==> src/rtl/compare_stats.sv <==
// Windowed comparator-result statistics: classifies gt/lt/eq flags over WINDOW
// accepted samples and presents GT/LT/EQ/error counts plus the longest EQ run.
module compare_stats #(
    parameter int WINDOW = 8
) (
    input  logic       clk,
    input  logic       rst_n,
    input  logic       clear,
    input  logic       in_valid,
    output logic       in_ready,
    input  logic       gt,
    input  logic       lt,
    input  logic       eq,
    output logic       out_valid,
    input  logic       out_ready,
    output logic [7:0] gt_cnt,
    output logic [7:0] lt_cnt,
    output logic [7:0] eq_cnt,
    output logic [7:0] err_cnt,
    output logic [7:0] max_eq_run
);

    typedef enum logic {
        COLLECT = 1'b0,
        REPORT  = 1'b1
    } state_t;

    localparam logic [7:0] LAST_IDX = 8'(WINDOW - 1);

    state_t     state;
    state_t     stateNext;

    logic       accept;
    logic       lastAccept;
    logic       handshake;
    logic       isGt;
    logic       isLt;
    logic       isEq;
    logic       isErr;

    logic [7:0] gtAcc;
    logic [7:0] ltAcc;
    logic [7:0] eqAcc;
    logic [7:0] errAcc;
    logic [7:0] runCnt;
    logic [7:0] maxRun;
    logic [7:0] sampleIdx;

    logic [7:0] gtNext;
    logic [7:0] ltNext;
    logic [7:0] eqNext;
    logic [7:0] errNext;
    logic [7:0] runNext;
    logic [7:0] maxNext;

    assign in_ready   = (state == COLLECT);
    assign out_valid  = (state == REPORT);

    assign accept     = in_valid && in_ready;
    assign lastAccept = accept && (sampleIdx == LAST_IDX);
    assign handshake  = (state == REPORT) && out_ready;

    assign isGt  = ({gt, lt, eq} == 3'b100);
    assign isLt  = ({gt, lt, eq} == 3'b010);
    assign isEq  = ({gt, lt, eq} == 3'b001);
    assign isErr = !(isGt || isLt || isEq);

    // NOTE: every output of a combinational block gets a default first, so no path leaves it unassigned and no latch is inferred.
    always_comb begin
        stateNext = state;
        if (clear) begin
            stateNext = COLLECT;
        end else if (lastAccept) begin
            stateNext = REPORT;
        end else if (handshake) begin
            stateNext = COLLECT;
        end
    end

    // Post-update values; the final sample of a window is folded in before capture.
    always_comb begin
        gtNext  = gtAcc + (isGt ? 8'd1 : 8'd0);
        ltNext  = ltAcc + (isLt ? 8'd1 : 8'd0);
        eqNext  = eqAcc + (isEq ? 8'd1 : 8'd0);
        errNext = errAcc + (isErr ? 8'd1 : 8'd0);
        runNext = isEq ? runCnt + 8'd1 : 8'd0;
        maxNext = (runNext > maxRun) ? runNext : maxRun;
    end

    // NOTE: sequential state uses non-blocking assignments so every register samples pre-edge values.
    always_ff @(posedge clk or negedge rst_n) begin
        if (!rst_n) begin
            state <= COLLECT;
        end else begin
            state <= stateNext;
        end
    end

    always_ff @(posedge clk or negedge rst_n) begin
        if (!rst_n) begin
            gtAcc      <= '0;
            ltAcc      <= '0;
            eqAcc      <= '0;
            errAcc     <= '0;
            runCnt     <= '0;
            maxRun     <= '0;
            sampleIdx  <= '0;
            gt_cnt     <= '0;
            lt_cnt     <= '0;
            eq_cnt     <= '0;
            err_cnt    <= '0;
            max_eq_run <= '0;
        end else if (clear) begin
            gtAcc      <= '0;
            ltAcc      <= '0;
            eqAcc      <= '0;
            errAcc     <= '0;
            runCnt     <= '0;
            maxRun     <= '0;
            sampleIdx  <= '0;
            gt_cnt     <= '0;
            lt_cnt     <= '0;
            eq_cnt     <= '0;
            err_cnt    <= '0;
            max_eq_run <= '0;
        end else if (handshake) begin
            // Summary keeps its last value; out_valid already marks it stale.
            gtAcc      <= '0;
            ltAcc      <= '0;
            eqAcc      <= '0;
            errAcc     <= '0;
            runCnt     <= '0;
            maxRun     <= '0;
            sampleIdx  <= '0;
        end else if (accept) begin
            gtAcc     <= gtNext;
            ltAcc     <= ltNext;
            eqAcc     <= eqNext;
            errAcc    <= errNext;
            runCnt    <= runNext;
            maxRun    <= maxNext;
            sampleIdx <= sampleIdx + 8'd1;
            if (lastAccept) begin
                gt_cnt     <= gtNext;
                lt_cnt     <= ltNext;
                eq_cnt     <= eqNext;
                err_cnt    <= errNext;
                max_eq_run <= maxNext;
            end
        end
    end

endmodule

==> config.mk <==
export PLATFORM = sky130hd
export DESIGN_NAME = compare_stats
export DESIGN_NICKNAME = d
export VERILOG_FILES = /design/src/rtl/compare_stats.sv
export SDC_FILE = /design/constraint.sdc
export NUM_CORES = 1
export LEC_CHECK = 0
export CAP_MARGIN = 20
export CORE_MARGIN = 2
export CORE_UTILIZATION = 40
export CTS_BUF_LIST = sky130_fd_sc_hd__clkbuf_8 sky130_fd_sc_hd__clkbuf_16
export CTS_CLUSTER_DIAMETER = 120
export DETAILED_ROUTE_END_ITERATION = 16
export PLACE_DENSITY_LB_ADDON = 0.12
export SYNTH_ARGS = -nofsm -noshare
export SYNTH_HDL_FRONTEND = slang
export SYNTH_SLANG_ARGS = --single-unit
==> constraint.sdc <==
create_clock -name clk -period 6.8 [get_ports clk]
set_input_delay 1.36 -clock clk [delete_from_list [all_inputs] [get_ports clk]]
set_output_delay 1.36 -clock clk [all_outputs]
set_load 0.03 [all_outputs]
[Yosys cells after proc, flatten, opt, wreduce, memory -nomap -nowiden]
Cells that the tools add are included.
Operators by class
  $add $sub $neg: 6
  order comparisons: 1
  equality and inequality tests: 5
  multiplexer cells: 50
  bitwise operators: 1
  reduce and logical (&&, ||, !) cells: 10
Operator list (number)
  $mux 8: 43
  $add 8x1->8: 4
  $add 8x1->8 const B: 2
  $eq 8x3->1 const B: 1
  $gt 8x8->1: 1
  $mux 1: 7
  $reduce_bool 3->1: 2
  $reduce_bool 2->1: 2
  $eq 3x1->1 const B: 1
  $eq 3x2->1 const B: 1
  $eq 3x3->1 const B: 1
  $logic_and 1x1->1: 3
  $reduce_and 3->1: 1
  $logic_or 1x1->1: 2
  $ne 2x2->1 const B: 1
  $not 1->1: 1
Word-level totals
  flip-flop bits (word level): 97
  output and inout port bits: 42
  word-level logic and storage cells: 86

[Depth between registers and ports, before layout]
Gate-level depths: netlist of the first run.
  depth after elaboration: 9
  depth in mapped cells: 11

[Worst setup path before layout of the first run]
No wires, ideal clock.
  path type: input-to-reg
  from: input gt
  to: register maxRun[0]
  data arrival time: 3739 ps
  data required time: 6720 ps
  setup slack: 2981 ps
  cell stages on the path: 10
  path through: or3b_2 clkbuf_1 a21oi_1 ha_1 nand4_1 nor2_1 a211o_1 clkbuf_1 a21oi_2 mux2i_1
On the way
  word-level cells in the longest chain between the ends: 7
Ends and longest elaborated chain
  from (decl): line 11  | input logic gt,
  $eq 3x1->1 (*): line 65  | assign isEq = ({gt, lt, eq} == 3'b001);
  $mux 8 (*): line 86  | runNext = isEq ? runCnt + 8'd1 : 8'd0;
  $gt 8x8->1: line 87  | maxNext = (runNext > maxRun) ? runNext : maxRun;
  $mux 8 (*): line 87
  $mux 8 (*): line 135  | end else if (accept) begin
  $mux 8 (*): line 126  | end else if (handshake) begin
  $mux 8 (*): line 113  | end else if (clear) begin
  to (signal assigned): line 141  | maxRun <= maxNext;
  to (decl): line 46  | logic [7:0] maxRun;
Mark *: on every way between the ends. The rest lies on a longest branch, timed or not. The select of a mux whose other input is x is not followed.
A chain may end at the register's enable or synchronous reset.

[Worst setup path in the final report of the first run]
  from: input eq
  to: register max_eq_run[5]
On the way
  word-level cells in the longest chain between the ends: 8
Ends and longest elaborated chain
  from (decl): line 13  | input logic eq,
  $eq 3x1->1 (*): line 65
  $mux 8 (*): line 86
  $gt 8x8->1: line 87
  $mux 8 (*): line 87
  $mux 8 (*): line 143  | if (lastAccept) begin
  $mux 8 (*): line 135
  $mux 8 (*): line 126
  $mux 8 (*): line 113
  to (signal assigned): line 148  | max_eq_run <= maxNext;
  to (decl): line 20  | output logic [7:0] max_eq_run
Marks and branches as above.

==> impl_metrics.py, run 1 <==
metrics = {
    "placement": {
        "place_area_sq_um": 5610,
        "gp_congestion": 0.868,
        "dp_slack_ns": 2.09,
        "numPortBuffers": 49,
        "dp_cells": 716,
        "place_hpwl_microns": 7520,
    },
    "clocking": {
        "clock_sinks": 97,
        "cts_resized": 0,
        "cts.path.max_buffers": 2,
        "cts_setup_buffers": 0,
        "cts_buffers": 9,
        "cts.clk_slew.worst_paths_ns": 0.06,
        "clock_latency_ns": 0.35,
        "htree_levels": 3,
        "ctsHoldBuffers": 0,
        "cts-root-buf": "clkbuf_16",
        "cts_tree": "done",
    },
    "detailed_routing": {
        "postRouteAntennaNets": 0,
        "routed_wl_microns": 11700,
        "vias": 3895,
        "vias_per_cell": 5.31,
        "wl_per_cell_microns": 16.0,
        "drt_iter0_drc": 201,
        "drc": 0,
        "dr.pass1.iters": 4,
    },
    "floorplanning": {
        "dieArea_sq_um": 13300,
        "die_y_microns": 115,
        "start_util": 0.412,
        "rows": 40,
        "io_pins": 50,
        "core_region_area_sq_um": 12100,
        "die_w_microns": 115,
    },
    "timing": {
        "fin_skew_ns": 0.00539,
        "period_minus_slack_ns": 4.37,
        "hold_viol": 0,
        "min_period_over_period": 0.643,
        "fin_tns_setup_ns": 0,
        "rsz0062_at_grt": "no",
        "slew_violations": 0,
        "fin_ws_ns": 2.43,
        "worst_slew_pin_slew_ns": 1.08,
        "fmax_ghz": 0.229,
        "setup_viol": 0,
        "holdWs_ns": 0.514,
        "slew_headroom": 0.275,
    },
    "pwr": {
        "power_switching_mw": 0.265,
        "power_density_nw_per_um2": 193,
        "combinationalPowerShare": 0.052,
        "peakVddDrop_mv": 0.104,
        "p_sw_frac": 0.232,
        "total_power_mw": 1.14,
        "seqPwrFrac": 0.510,
        "leakage_nw": 2.41,
        "p_int_mw": 0.878,
        "power_frac_clock": 0.438,
    },
    "synth": {
        "synth_edf_count": 0,
        "ys_seq_area_frac": 0.489,
        "async_flop_share": 1.00,
        "synth.avg_cell_area_sq_um": 9.55,
        "synth_warnings": 0,
        "ys_ff_latch": 97,
        "syn-cell-area_sq_um": 4970,
        "ys_types": 43,
        "synth_ff_type": "dfrtp_1",
        "syn-num-nets": 546,
        "synth_cells": 520,
    },
    "worst_setup_path": {
        "ff2ff_setup_slack_ns": 3.43,
        "crit_type": "input pin to flop",
        "crit_fanout": 10,
        "startpoint_type": "input pin",
        "cp.arrival_ns": 4.63,
        "critPathCaptureType": "flop",
        "cp.required_ns": 7.06,
    },
    "grt": {
        "grt_max_degree": 67,
        "antenna_found_initial": 0,
        "grt_pass1_wl_microns": 19800,
        "grt_pass1_vias": 3893,
        "grt_usage": 0.193,
        "grt_overflow": 0,
    },
    "outcome": {
        "status": "finished, final reports clean",
    },
    "finish": {
        "final_common_cell": "dfrtp_1",
        "antenna_cells": 0,
        "layout_common_cells": "97 x dfrtp_1, 60 x nand2_1, 50 x nor2_1",
        "stdcell_area_sq_um": 5910,
        "synthToLayoutAreaGrowth_pct": 19.0,
        "final_nets": 586,
        "utilization": 0.490,
        "n_fill_cell": 1131,
        "fin_cells": 733,
        "regArea_sq_um": 2430,
        "multi_input_area_sq_um": 2390,
        "layout-drive-gt1-share": 0.0513,
    },
    "flow_run": {
        "drv_cap": 0,
    },
    "hold_path": {
        "hold_class": "flop to flop",
    },
}
Yosys cell counts (all sizes together), types with 6 or more instances:
library cell	count	area, sq um
dfrtp	97	2430
nand2	60	225
nor2	50	188
a21oi	35	183
o21ai	32	160
nand3	27	135
xor2	25	219
clkbuf	21	78.8
xnor2	20	175
ha	18	225
a211oi	17	128
or3	14	87.6
a22o	11	96.3
inv	11	41.3
a31oi	10	62.6
nand4	8	50.1
o21bai	8	60.1
and3	7	43.8
buf	7	41.3
nand3b	7	52.6
mux2i	6	60.1
per-layer routing:
| metal | vias up | track usage | routed length (microns) |
|---|---|---|---|
| li1 | 1916 | - | - |
| met1 | 1886 | 0.280 | 5960 |
| met2 | 78 | 0.285 | 5060 |
| met3 | 15 | 0.0314 | 416 |
| met4 | 0 | 0.0819 | 255 |
| met5 | - | 0 | 0 |
critical path, stage by stage:
cell,delay (ns)
clkdlybuf4s50_1,0.53
or3b_2,0.58
a21oi_1,0.30
ha_1,0.32
nand4_1,0.17
nor2_1,0.10
a211oi_1,0.85
o21ai_0,0.19
a31oi_1,0.22
path summary, 6_finish.rpt:
check | end | from | cells after the start
worst max-delay path | max_eq_run[5] | eq | 9
worst min-delay path | err_cnt[7] | err_cnt[7] | 2
worst max register to register | max_eq_run[5] | runCnt[0] | 10
worst min register to register | err_cnt[7] | err_cnt[7] | 2
max in group asynchronous | eq_cnt[7] | rst_n | 2
min in group asynchronous | out_valid | rst_n | 1
kinds of logic (layout without fill, tap and decap cells):
logic type,Yosys count,in the layout,share of synthesized area
buffers and inverters,39,84,0.0325
and+or+nand+nor,191,191,0.186
adders and majority gates,18,18,0.0454
DFF,97,97,0.489
muxes,6,6,0.0121
AOI/OAI and AO/OA,124,124,0.156
xor gates and xnor gates,45,45,0.0794
area by class of cell:
cell class	count	area share
clock buffer	9	0.0381
inverter	11	0.00699
clock inverter	7	0.0110
timing repair buffer	57	0.0940
multi-input combinational	384	0.404
sequential	97	0.411
tap	168	0.0356
power by group through the flow:
stage | Sequential, mW | Clock [mW] | Combinational [mW]
6_report | 0.582 | 0.501 | 0.0591
5_1_grt | 0.583 | 0.539 | 0.0665
4_1_cts | 0.582 | 0.514 | 0.0602
3_5_place_dp | 0.593 | 0 | 0.0601
3_3_place_gp | 0.593 | 0 | 0.0599
2_1_floorplan | 0.593 | 0 | 0.0305
No activity file was read; power rests on OpenSTA's default activity.
==> run 2, diff against run 1 <==
Clock period 6.8 ns to 4 ns, I/O delays scaled along.
==> impl_metrics.py, run 2 (synthesis results as in run 1) <==
metrics = {
    "clocking": {
        "clock_latency_ns": 0.35,
        "cts_setup_buffers": 0,
        "cts.path.max_buffers": 2,
        "ctsHoldBuffers": 0,
        "cts.clk_slew.worst_paths_ns": 0.07,
        "cts_resized": 0,
        "clock_sinks": 97,
        "cts-root-buf": "clkbuf_16",
        "htree_levels": 3,
        "cts_buffers": 9,
        "cts_tree": "done",
    },
    "pwr": {
        "leakage_nw": 2.48,
        "power_density_nw_per_um2": 336,
        "seqPwrFrac": 0.488,
        "p_int_mw": 1.57,
        "peakVddDrop_mv": 0.199,
        "power_switching_mw": 0.464,
        "p_sw_frac": 0.229,
        "power_frac_clock": 0.460,
        "combinationalPowerShare": 0.052,
    },
    "grt": {
        "grt_pass1_vias": 3854,
        "grt_pass1_wl_microns": 19600,
        "antenna_found_initial": 0,
        "grt_usage": 0.190,
        "grt_max_degree": 43,
        "grt_overflow": 0,
    },
    "timing": {
        "hold_viol": 0,
        "setup_viol": 0,
        "worst_slew_pin_slew_ns": 0.792,
        "period_minus_slack_ns": 3.57,
        "min_period_over_period": 0.893,
        "fin_tns_setup_ns": 0,
        "fmax_ghz": 0.280,
        "rsz0062_at_grt": "no",
        "fin_skew_ns": 0.00766,
        "slew_violations": 0,
        "slew_headroom": 0.471,
    },
    "finish": {
        "layout_common_cells": "97 x dfrtp_1, 60 x nand2_1, 50 x nor2_1",
        "final_nets": 598,
        "final_common_cell": "dfrtp_1",
        "utilization": 0.500,
        "multi_input_area_sq_um": 2390,
        "layout-drive-gt1-share": 0.0745,
        "n_fill_cell": 1141,
        "fin_cells": 745,
        "stdcell_area_sq_um": 6030,
        "synthToLayoutAreaGrowth_pct": 21.5,
        "regArea_sq_um": 2430,
        "antenna_cells": 0,
    },
    "worst_setup_path": {
        "max_stage_delay_ns": 0.58,
        "cp.required_ns": 4.27,
        "cp.arrival_ns": 3.84,
        "critPathCaptureType": "flop",
        "ff2ff_setup_slack_ns": 0.85,
        "cp-startpoint": "eq",
        "crit_fanout": 9,
        "crit_chain": "clkdlybuf4s50_1 -> or3b_2 -> a21oi_1 -> ha_1 -> nand4_1 -> nor2_1 -> a211o_1 -> a21oi_2 -> mux2i_1",
        "reg2reg_depth": 10,
        "endpoint": "maxRun[6]",
        "rr_startpoint": "runCnt[0]",
        "crit_slowest_cell": "or3b_2",
        "timing.rr.end": "maxRun[6]",
        "crit_type": "input pin to flop",
        "startpoint_type": "input pin",
    },
    "detailed_routing": {
        "wl_per_cell_microns": 15.6,
        "vias": 3952,
        "drt_iter0_drc": 232,
        "routed_wl_microns": 11600,
        "dr.pass1.iters": 4,
        "vias_per_cell": 5.30,
        "postRouteAntennaNets": 0,
        "drc": 0,
    },
    "placement": {
        "numPortBuffers": 49,
        "dp_cells": 729,
        "place_hpwl_microns": 8160,
        "place_area_sq_um": 5720,
        "gp_congestion": 0.862,
    },
    "floorplanning": {
        "die_y_microns": 115,
        "dieArea_sq_um": 13300,
        "io_pins": 50,
        "core_region_area_sq_um": 12100,
        "rows": 40,
        "die_w_microns": 115,
        "start_util": 0.412,
    },
    "hold_path": {
        "hold_class": "input pin to asynchronous set/reset pin",
    },
    "flow_run": {
        "drv_cap": 0,
    },
    "outcome": {
        "status": "finished, final reports clean",
    },
}
==> run 2: changes by cell type in the layout (fill, tap and decap cells not counted) <==
| cell | before | now |
|---|---|---|
| bufinv_16 | 1 | 2 |
| inv_1 | 14 | 12 |
| buf_4 | 8 | 20 |
| inv_6 | 0 | 1 |
| clkinv_2 | 0 | 1 |
| clkinvlp_4 | 2 | 1 |
| buf_12 | 0 | 1 |
| buf_8 | 1 | 0 |
==> run 2: worst min path at each step <==
stage                       startpoint           end  cells after the start
after CTS                        rst_n     runCnt[4]                      1
after detailed placement  sampleIdx[7]  sampleIdx[7]                      1
after global routing             rst_n     errAcc[3]                      1
after global placement    sampleIdx[7]  sampleIdx[7]                      1
after floorplan           sampleIdx[7]  sampleIdx[7]                      1
final                            rst_n     runCnt[4]                      1
==> run 2: cell type report <==
cell class                 count  area share
multi-input combinational    384       0.395
timing repair buffer          69       0.108
clock buffer                   9      0.0373
clock inverter                 7      0.0156
inverter                      11     0.00684
tap                          168      0.0348
sequential                    97       0.402
==> run 2: worst max-delay path: cells and delay by family <==
| family | cells | cell delay [ns] |
|---|---|---|
| buffers and inverters | 1 | 0.53 |
| and+or+nand+nor | 3 | 0.86 |
| muxes | 1 | 0.25 |
| adders and majority gates | 1 | 0.33 |
| AOI/OAI and AO/OA | 3 | 1.06 |
==> run 2: layer usage <==
| layer | global-route usage | vias up | part of all wire |
|---|---|---|---|
| met3 | 0.0288 | 18 | 0.039 |
| met4 | 0.0771 | 0 | 0.022 |
| met5 | 0 | - | 0 |
| met1 | 0.286 | 1897 | 0.52 |
| li1 | - | 1947 | - |
| met2 | 0.273 | 90 | 0.42 |
==> run 2: power groups by stage <==
stage | clock (mW) | sequential [mW] | combinational, mW
global placement | 0 | 1.01 | 0.106
CTS | 0.960 | 0.990 | 0.108
finish | 0.934 | 0.990 | 0.105
floorplan | 0 | 1.01 | 0.0518
detailed placement | 0 | 1.01 | 0.108
global route | 1.01 | 0.990 | 0.119
==> run 2: through the flow <==
stage / worst slack (ns) / hold WS (ns) / total power, mW
after global placement: 0.225 / 0.468 / 1.11
final: 0.428 / 0.446 / 2.03
after CTS: 0.472 / 0.459 / 2.06
after detailed placement: 0.0927 / 0.488 / 1.12
after global routing: 0.313 / 0.487 / 2.11
after floorplan: 0.741 / 0.452 / 1.06
==> run 3, diff against run 2 <==
Settings changed: PLACE_DENSITY from default to 0.59, PLACE_DENSITY_LB_ADDON 0.12 to default.
Clock period 4 ns to 3.13 ns, I/O delays scaled along.
==> impl_metrics.py, run 3 (synthesis results as in run 1) <==
metrics = {
    "detailed_routing": {
        "dr.pass1.iters": 4,
        "drc": 0,
        "postRouteAntennaNets": 0,
        "vias": 3971,
        "wl_per_cell_microns": 15.5,
        "drt_iter0_drc": 230,
        "vias_per_cell": 5.23,
        "routed_wl_microns": 11800,
    },
    "worst_setup_path": {
        "max_stage_delay_ns": 0.47,
        "timing.rr.end": "maxRun[6]",
        "crit_fanout": 9,
        "critPathCaptureType": "flop",
        "startpoint_type": "input pin",
        "crit_type": "input pin to flop",
        "cp.required_ns": 3.39,
        "rr_startpoint": "runCnt[0]",
        "cp.arrival_ns": 3.10,
        "reg2reg_depth": 11,
        "ff2ff_setup_slack_ns": 0.39,
        "crit_slowest_cell": "clkdlybuf4s50_1",
        "crit_chain": "clkdlybuf4s50_1 -> or3b_4 -> a21oi_1 -> ha_1 -> nand4_1 -> nor2_1 -> a211o_1 -> a21oi_2 -> buf_4 -> mux2i_1",
    },
    "clocking": {
        "htree_levels": 3,
        "cts_buffers": 9,
        "cts.path.max_buffers": 2,
        "clock_sinks": 97,
        "cts.clk_slew.worst_paths_ns": 0.07,
        "clock_latency_ns": 0.34,
        "ctsHoldBuffers": 0,
        "cts_setup_buffers": 0,
        "cts_resized": 0,
        "cts-root-buf": "clkbuf_16",
        "cts_tree": "done",
    },
    "floorplanning": {
        "start_util": 0.412,
        "rows": 40,
        "io_pins": 50,
        "dieArea_sq_um": 13300,
        "die_w_microns": 115,
        "core_region_area_sq_um": 12100,
        "die_y_microns": 115,
    },
    "timing": {
        "holdWs_ns": 0.342,
        "min_period_over_period": 0.906,
        "fin_tns_setup_ns": 0,
        "slew_violations": 0,
        "setup_viol": 0,
        "fmax_ghz": 0.353,
        "worst_slew_pin_slew_ns": 0.829,
        "slew_headroom": 0.448,
        "period_minus_slack_ns": 2.84,
        "rsz0062_at_grt": "no",
        "fin_skew_ns": 0.00792,
        "hold_viol": 0,
    },
    "finish": {
        "final_common_cell": "dfrtp_1",
        "layout-drive-gt1-share": 0.103,
        "utilization": 0.508,
        "antenna_cells": 0,
        "synthToLayoutAreaGrowth_pct": 23.4,
        "stdcell_area_sq_um": 6130,
        "regArea_sq_um": 2430,
        "fin_cells": 759,
        "layout_common_cells": "97 x dfrtp_1, 60 x nand2_1, 49 x nor2_1",
        "multi_input_area_sq_um": 2400,
        "final_nets": 613,
        "n_fill_cell": 1136,
    },
    "placement": {
        "gp_congestion": 0.860,
        "dp_cells": 744,
        "place_area_sq_um": 5830,
        "numPortBuffers": 49,
        "place_hpwl_microns": 8240,
    },
    "pwr": {
        "power_switching_mw": 0.562,
        "power_frac_clock": 0.429,
        "seqPwrFrac": 0.513,
        "p_int_mw": 1.90,
        "power_density_nw_per_um2": 402,
        "p_sw_frac": 0.228,
        "leakage_nw": 2.54,
        "combinationalPowerShare": 0.057,
        "peakVddDrop_mv": 0.212,
    },
    "grt": {
        "antenna_found_initial": 0,
        "grt_overflow": 0,
        "grt_pass1_vias": 3926,
        "grt_usage": 0.191,
        "grt_pass1_wl_microns": 19900,
        "grt_max_degree": 56,
    },
    "hold_path": {
        "hold_class": "input pin to asynchronous set/reset pin",
    },
    "flow_run": {
        "drv_cap": 0,
    },
    "outcome": {
        "status": "finished, final reports clean",
    },
}
## run 3: worst max path at each step
stage | cells past startpoint | to | start
4_1_cts | 10 | maxRun[6] | eq
3_5_place_dp | 10 | maxRun[6] | eq
2_1_floorplan | 10 | maxRun[0] | gt
3_3_place_gp | 10 | max_eq_run[2] | eq
5_1_grt | 10 | maxRun[7] | eq
6_report | 10 | maxRun[6] | eq
## run 3: cell type report
class,count,share of cell area
clock buffer,12,0.0435
clock inverter,3,0.00266
inverter,11,0.00674
multi-input combinational,384,0.392
sequential,97,0.396
tap,168,0.0343
timing repair buffer,84,0.125
## run 3: metal layers
layer  up-vias  track usage  wire length [microns]  share of wire
met2        68        0.312                   5800           0.49
met1      1917        0.255                   5380           0.46
li1       1974            -                      -              -
met5         -            0                      0              0
met3        12       0.0350                    452          0.038
met4         0       0.0667                    161          0.014
## run 3: power by group through the flow
stage               logic [mW]  clock network [mW]  registers, mW
floorplan               0.0663                   0           1.29
global placement         0.142                   0           1.29
detailed placement       0.144                   0           1.29
CTS                      0.145                1.09           1.27
global route             0.160                1.14           1.27
finish                   0.142                1.06           1.27
## run 3: through the flow
stage | setup slack, ns | total power [mW]
after global routing | 0.153 | 2.57
after CTS | 0.135 | 2.50
after floorplan | 0.0449 | 1.35
after detailed placement | -0.219 | 1.43
final | 0.294 | 2.47
after global placement | -0.151 | 1.43
## run 3: worst max-delay path, delay by kind of cell
| family | cells | cell delay, ns |
|---|---|---|
| and+or+nand+nor | 3 | 0.74 |
| buffers and inverters | 2 | 0.64 |
| AOI/OAI and AO/OA | 3 | 0.62 |
| adders and majority gates | 1 | 0.28 |
| muxes | 1 | 0.19 |
